**config.mk**
```make
export PLATFORM = sky130hd
export DESIGN_NAME = dot_product_inverse
export DESIGN_NICKNAME = d
export VERILOG_FILES = /design/src/rtl/dot_product_inverse.sv
export SDC_FILE = /design/constraint.sdc
export NUM_CORES = 1
export LEC_CHECK = 0
export CORE_MARGIN = 2
export CORE_UTILIZATION = 52
export CTS_BUF_LIST = sky130_fd_sc_hd__clkbuf_16
export CTS_CLUSTER_SIZE = 10
export DETAILED_ROUTE_END_ITERATION = 6
export GPL_TIMING_DRIVEN = 0
export PLACE_DENSITY = 0.91
export RECOVER_POWER = 25
export SETUP_SLACK_MARGIN = 0.3
export SLEW_MARGIN = 20
export SYNTH_ARGS = -nofsm -noshare
export SYNTH_HDL_FRONTEND = slang
export SYNTH_SLANG_ARGS = --single-unit
```
**constraint.sdc**
```tcl
create_clock -name clk -period 3.3 [get_ports clk]
set_input_delay 0.825 -clock clk [delete_from_list [all_inputs] [get_ports clk]]
set_output_delay 0.825 -clock clk [all_outputs]
set_load 0.005 [all_outputs]
```
**src/rtl/dot_product_inverse.sv**
```systemverilog
// dot_product_inverse: builds vector_b so popcount(vector_a & vector_b) hits a target, one bit per clock
module dot_product_inverse #(
  parameter int WIDTH = 32,
  parameter int CW    = 6
) (
  input  logic             clk,
  input  logic             rst_n,
  input  logic             start,
  input  logic [WIDTH-1:0] vector_a,
  input  logic [CW-1:0]    target,
  output logic             busy,
  output logic             done,
  output logic [WIDTH-1:0] vector_b,
  output logic             ok
);
  localparam int IW = $clog2(WIDTH);
  localparam logic [1:0] IDLE    = 2'd0;
  localparam logic [1:0] SCAN    = 2'd1;
  localparam logic [1:0] DONE_ST = 2'd2;
  logic [1:0]       state;
  logic [WIDTH-1:0] a_reg;
  logic [CW-1:0]    remaining;
  logic [CW-1:0]    rem_next;
  logic [IW-1:0]    idx;
  logic             take;
  logic             last;
  assign busy = state != IDLE;
  assign done = state == DONE_ST;
  // select the current bit only while the target is not yet met, so remaining never underflows
  always_comb begin
    take     = a_reg[idx] && remaining != '0;
    rem_next = remaining - CW'(take);
    last     = idx == IW'(WIDTH - 1);
  end
  // fixed-latency scan: every bit is visited even after the target is met
  always_ff @(posedge clk or negedge rst_n) begin
    if (!rst_n) begin
      state     <= IDLE;
      a_reg     <= '0;
      remaining <= '0;
      idx       <= '0;
      vector_b  <= '0;
      ok        <= 1'b0;
    end else begin
      case (state)
        IDLE: if (start) begin
          state     <= SCAN;
          a_reg     <= vector_a;
          remaining <= target;
          idx       <= '0;
          vector_b  <= '0;
          ok        <= 1'b0;
        end
        SCAN: begin
          if (take) vector_b[idx] <= 1'b1;
          remaining <= rem_next;
          idx       <= idx + IW'(1);
          if (last) begin
            state <= DONE_ST;
            ok    <= rem_next == '0;
          end
        end
        default: state <= IDLE;
      endcase
    end
  end
endmodule

```
## After elaboration in Yosys (flattened, before gate mapping)

Cells that the tools add are included.

| storage, ports and cells | value |
|---|---|
| register bits after elaboration | 78 |
| input bits | 41 |
| output and inout bits | 35 |
| logic and storage cells | 46 |

| operators by class | value |
|---|---|
| add/sub/neg operators | 2 |
| order comparisons | 2 |
| equal/unequal tests | 6 |
| mux-type cells | 17 |
| bitwise logic cells | 1 |
| reductions and logical operators | 12 |

Operator list:

| kind | number |
|---|---|
| two-way mux 32 bit | 2 |
| one-hot mux 32 bit (2 select lines) | 1 |
| bitwise OR 32 bit | 1 |
| one-hot mux 6 bit (2 select lines) | 1 |
| one-hot mux 5 bit (2 select lines) | 1 |
| logical NOT 6 bit | 1 |
| < comparator 5 x 6 -> 1 bit, second input constant | 1 |
| two-way mux 6 bit | 1 |
| != test 2 bit, second input constant | 3 |
| AND reduction 2 bit | 3 |
| AND reduction 3 bit | 2 |
| nonzero test 6 bit | 1 |
| subtractor 6 x 1 -> 6 bit | 1 |
| adder 5 x 1 -> 5 bit, second input constant | 1 |
| binary-select mux 1 bit (select 5 bit) | 1 |
| demux 1 bit (select 5 bit) | 1 |
| == test 5 bit, second input constant | 1 |
| >= comparator 5 x 1 -> 1 bit, second input constant | 1 |
| two-way mux 5 bit | 1 |
| two-way mux 1 bit | 4 |
| two-way mux 2 bit | 2 |
| one-hot mux 2 bit (2 select lines) | 1 |
| nonzero test 2 bit | 2 |
| == test 2 x 1 -> 1 bit, second input constant | 1 |
| 4 further kinds | 5 |

## Longest topological paths before layout

| logic depth | value |
|---|---|
| word-level depth | 7 |
| depth in mapped cells | 15 |

## Worst setup path before layout

Ideal clock, no wire load.

| timing | value |
|---|---|
| kind | flip-flop to flip-flop |
| start | register idx[1] |
| end | register ok |
| arrival time | 2861 ps |
| slack | 375 ps |
| stages on the path, launching flop included | 15 |
| path buffers | 3 |
| period minus slack after synthesis | 2925 ps |
| path through | dfrtp_1 buf_6 mux2_4 a32o_2 a2111oi_4 and3_1 buf_6 buf_12 a21oi_1 ha_1 ha_1 xnor2_1 nand4_1 nor4_1 a21o_1 |

| on the way | value |
|---|---|
| cells in the longest elaborated chain, start to end | 7 |
| elaborated cells on any way between the ends | 10 |
| classes of those cells | add/sub: 1; eq/ne: 2; mux: 4; reduce/logical: 3 |

Ends and longest elaborated chain:

| item | RTL line | RTL |
|---|---|---|
| start, declared | 24 | `logic [IW-1:0] idx;` |
| start signal, assigned | 57 | `idx <= idx + IW'(1);` |
| binary-select mux 1 bit (select 5 bit) | 31 | `take = a_reg[idx] && remaining != '0;` |
| two-way mux 1 bit (implied by the code) | 31 |  |
| logical AND 1 bit | 31 |  |
| subtractor 6 x 1 -> 6 bit | 32 | `rem_next = remaining - CW'(take);` |
| logical NOT 6 bit | 60 | `ok <= rem_next == '0;` |
| two-way mux 1 bit | 58 | `if (last) begin` |
| one-hot mux 1 bit (2 select lines) | 45 | `case (state)` |
| end signal, assigned | 43 | `ok <= 1'b0;` |
| end signal, assigned | 52 | `ok <= 1'b0;` |
| end signal, assigned | 60 |  |
| end, declared | 14 | `output logic ok` |

Several ways; a longest one is shown, not always the timed one. The select of a mux whose other input is x is not followed.
A chain may end at the register's enable or synchronous reset.

## Worst setup path in the final report

Ends and elaborated chain as after synthesis.

==> impl_metrics.py <==
metrics = {
    "pwr": {
        "fin_total_pwr_uw": 5549,
        "max-vdd-ir-drop_uv": 515.0,
        "cellPowerDensity_nw_per_um2": 1048,
        "p_leak_uw": 0.002405,
    },
    "outcome": {
        "failed_checks": "capacitance limit, slew limit",
        "result_of_the_run": "finished, violations left",
    },
    "synthesis": {
        "synthArstFlopShare_pct": 100.0,
        "syn_area_um2": 3854,
        "ys.warnings.count": 0,
        "synthFlopType": "sky130_fd_sc_hd__dfrtp_1",
        "library_cells_used_by_synthesis": 54,
        "synth.area.mux_share_pct": 4.643,
        "synth-seq-cells": 78,
        "synth_compound_area_share_pct": 13.70,
        "syn-mean-instance-area_um2": 9.907,
        "area_share_of_the_largest_cell_type_after_synthesis_pct": 50.65,
        "yosys.area_share.xor_xnor_pct": 0.4545,
        "edff_count_synth": 0,
        "ys_seq_area_share_pct": 50.65,
        "postSynthNetCount": 438,
        "post_synth_main_area_contributors": "sky130_fd_sc_hd__dfrtp_1 (51%), sky130_fd_sc_hd__nand2_1 (13%), sky130_fd_sc_hd__a32o_1 (4.2%), sky130_fd_sc_hd__mux2i_1 (3.4%), sky130_fd_sc_hd__ha_1 (2.6%)",
        "synth_simple_gate_area_share_pct": 22.21,
        "yosysTopAreaCell": "sky130_fd_sc_hd__dfrtp_1",
        "synth_top_family_by_area": "simple AND/OR/NAND/NOR gates",
        "synth_most_common_cell": "sky130_fd_sc_hd__nand2_1",
        "synth_fa_ha_area_share_pct": 2.597,
        "gate_count_post_synth": 389,
        "synth.cells.most_frequent": "sky130_fd_sc_hd__nand2_1 (138), sky130_fd_sc_hd__dfrtp_1 (78), sky130_fd_sc_hd__a32o_1 (16)",
    },
    "floorplan": {
        "die-height_um": 90.09,
        "boundaryPins": 76,
        "die-width_um": 90.09,
        "coreArea_um2": 7214,
        "floorplan.die_area_um2": 8115,
        "placement_rows": 31,
        "start_util_pct": 53.42,
    },
    "sta": {
        "final_max_slew_viol_count": 37,
        "max_freq_mhz": 340.8,
        "final.hold.worst_slack_ns": 0.4767,
        "tightest_slew_ns": 2.025,
        "min_period_ns": 2.934,
        "timing.final.ws_setup_ns": 0.3661,
        "finalCritPeriodShare_pct": 88.91,
        "timing.max_slew.rel_slack_pct": -34.99,
        "hold_viol": 0,
        "finalSetupViolCount": 0,
        "finClkSkew_ns": 0.005885,
        "setup_repair_after_global_routing_missed_its_margin": "yes",
    },
    "critical_path": {
        "timing.critical_path.required_ns": 3.58,
        "worst_ep_arrival_time_ns": 3.22,
        "critical_path_cell_by_cell": "clkbuf_4 -> clkbuf_16 -> mux2i_1 -> nor3_1 -> o31ai_1 -> and3_4 -> buf_6 -> buf_12 -> a21oi_4 -> ha_4 -> ha_4 -> xnor2_2 -> nand4_1 -> nor4_1 -> a21o_1",
        "timing.critical_path.slowest_cell_delay_ns": 0.41,
        "crit_path_max_fanout": 4,
        "setup.worst_path.end_class": "flop",
        "worst_path_most_repeated_cell": "sky130_fd_sc_hd__ha_4",
        "critPathLaunchType": "flop",
        "critical_path_class": "flop to flop",
        "crit_slowest_cell": "sky130_fd_sc_hd__dfrtp_1",
    },
    "global_route": {
        "maximum_number_of_pins_on_one_net_before_global_route_repair": 43,
        "number_of_antenna_violations_at_the_first_check_in_global_routing": 0,
        "grt_overflow": 0,
        "globalRouteTotalUtil_pct": 24.74,
        "via_count_of_the_first_global_routing_pass": 3492,
        "grt_pass1_wl_um": 16030,
    },
    "placed_design": {
        "dp_slack_ns": 0.009958,
        "placement.io_buffers": 75,
        "sum_of_net_half_perimeters_after_detailed_placement_um": 6544,
        "globalplace.congestion": 0.9126,
    },
    "final_layout": {
        "post_route_cells_drive_above_1_share_pct": 17.78,
        "layout.nets": 539,
        "layout.core_utilization_pct": 73.36,
        "syn_to_final_growth_pct": 37.34,
        "fillers": 504,
        "antenna_cells": 0,
    },
    "routing": {
        "wl_met3_um": 608,
        "post_drt_wl_per_cell_um": 16.68,
        "detail_route.vias_per_cell": 5.625,
        "routedLengthMet1_um": 3865,
        "top_layer": "met4",
        "drt_first_iter_violations": 243,
        "residual_antenna_violating_net_count_after_detailed_routing": 0,
        "met2_length_um": 5163,
        "drt_first_pass_iters": 5,
        "postRouteWirelength_um": 9907,
        "via_count": 3341,
        "drc_errors": 0,
    },
    "clock_network": {
        "clk_root_buffer_cell": "sky130_fd_sc_hd__clkbuf_16",
        "tritoncts": "built",
        "numClockSinks": 78,
        "clkLatencyLatePin_ns": 0.34,
        "cts-root-to-sink-buffers": 2,
        "h-tree-depth": 3,
        "cts-hold-fix-buffers": 0,
        "numCtsBuffers": 9,
        "cts.reportedPaths.clkPinSlew_ns": 0.06,
    },
    "run": {
        "cap_viol_max_count": 1,
    },
    "worst_hold_path": {
        "holdCritPathClass": "flop to flop",
    },
}
## what timing repair did
| item | in CTS | in global routing |
|---|---|---|
| setup buffers | 9 | 3 |
| endpoints found under the setup margin | 5 | 3 |
| gates cloned | 0 | 2 |
| pin swaps | 7 | 5 |
| resized for setup | 15 | 9 |
## area by class of cell
type                    count  area [um2]  share of cell area [%]
well taps                  99       123.9                   2.340
plain buffers              24       209.0                   3.948
multi-input cells         281        1782                   33.66
inverters                   6       22.52                  0.4255
clock buffers               9       225.2                   4.255
clock inverters             7       90.09                   1.702
flip-flops and latches     78        1953                   36.90
repair buffers             90       887.1                   16.76
## critical path: cells and delay by family, from the launching register on
| family | cells | cell delay (ns) |
|---|---|---|
| compound gates | 3 | 0.50 |
| mux | 1 | 0.21 |
| xor+xnor | 1 | 0.12 |
| buf+inv | 4 | 0.57 |
| simple gates | 4 | 0.69 |
| flops | 1 | 0.41 |
| fa+ha+maj | 2 | 0.38 |
## cells by family after synthesis
| family | Yosys count |
|---|---|
| AND/OR/NAND/NOR | 192 |
| flip-flops | 78 |
| AO/OA/AOI/OAI | 62 |
| buffers and inverters | 30 |
| multiplexers | 17 |
| adder cells (fa/ha/maj) | 8 |
| XOR/XNOR | 2 |
## report_power, final
group	switching (uW)	internal (uW)
logic	1370	1430
clock network	394	658
registers	314	1380
## per-stage QoR
step / cell area (um2) / TNS (ns) / instances
5_1_grt: 5293 / 0 / 594
4_1_cts: 5207 / 0 / 589
3_3_place_gp: 4728 / -86.30 / 563
2_1_floorplan: 3854 / 0 / 389
6_report: 5293 / 0 / 594
3_5_place_dp: 4746 / 0 / 564
## routing by layer
| layer | GRT usage, % | up-vias |
|---|---|---|
| li1 | - | 1535 |
| met1 | 27.42 | 1625 |
| met2 | 44.67 | 149 |
| met3 | 5.448 | 32 |
| met4 | 12.31 | 0 |
| met5 | 0 | - |
## worst paths after layout
path | startpoint | to | slack, ns | cells past startpoint
worst max-delay path | idx[1] | ok | 0.37 | 15
worst min register to register | vector_b[19] | vector_b[19] | 0.48 | 2
max in group asynchronous | rst_n | a_reg[31] | 1.08 | 1
worst max register to register | idx[1] | ok | 0.37 | 15
min in group asynchronous | rst_n | remaining[1] | 1.05 | 1
worst min-delay path | vector_b[19] | vector_b[19] | 0.48 | 2
## layout by cell type (no fill, tap or decap), drive strengths merged, types with 2 or more instances in the layout
cell | Yosys | final
o31ai | 3 | 3
nand4 | 3 | 3
a211oi | 2 | 2
o21ai | 22 | 22
o22ai | 3 | 3
clkbuf | 14 | 26
a21o | 2 | 2
mux2 | 4 | 4
clkdlybuf4s50 | 2 | 76
nand2b | 2 | 2
nor2 | 13 | 13
nor2b | 2 | 2
and2 | 6 | 6
nor3b | 2 | 2
bufinv | 0 | 2
a21oi | 5 | 5
ha | 8 | 8
a221o | 2 | 2
and3b | 2 | 2
nand2 | 140 | 140
nor4 | 4 | 4
buf | 8 | 21
mux2i | 13 | 13
clkinv | 0 | 3
nand4b | 3 | 3
dfrtp | 78 | 78
inv | 6 | 7
nand3 | 4 | 4
xnor2 | 2 | 2
a32o | 17 | 17
and3 | 5 | 5
Note: power is estimated with default switching activity, not from simulation.
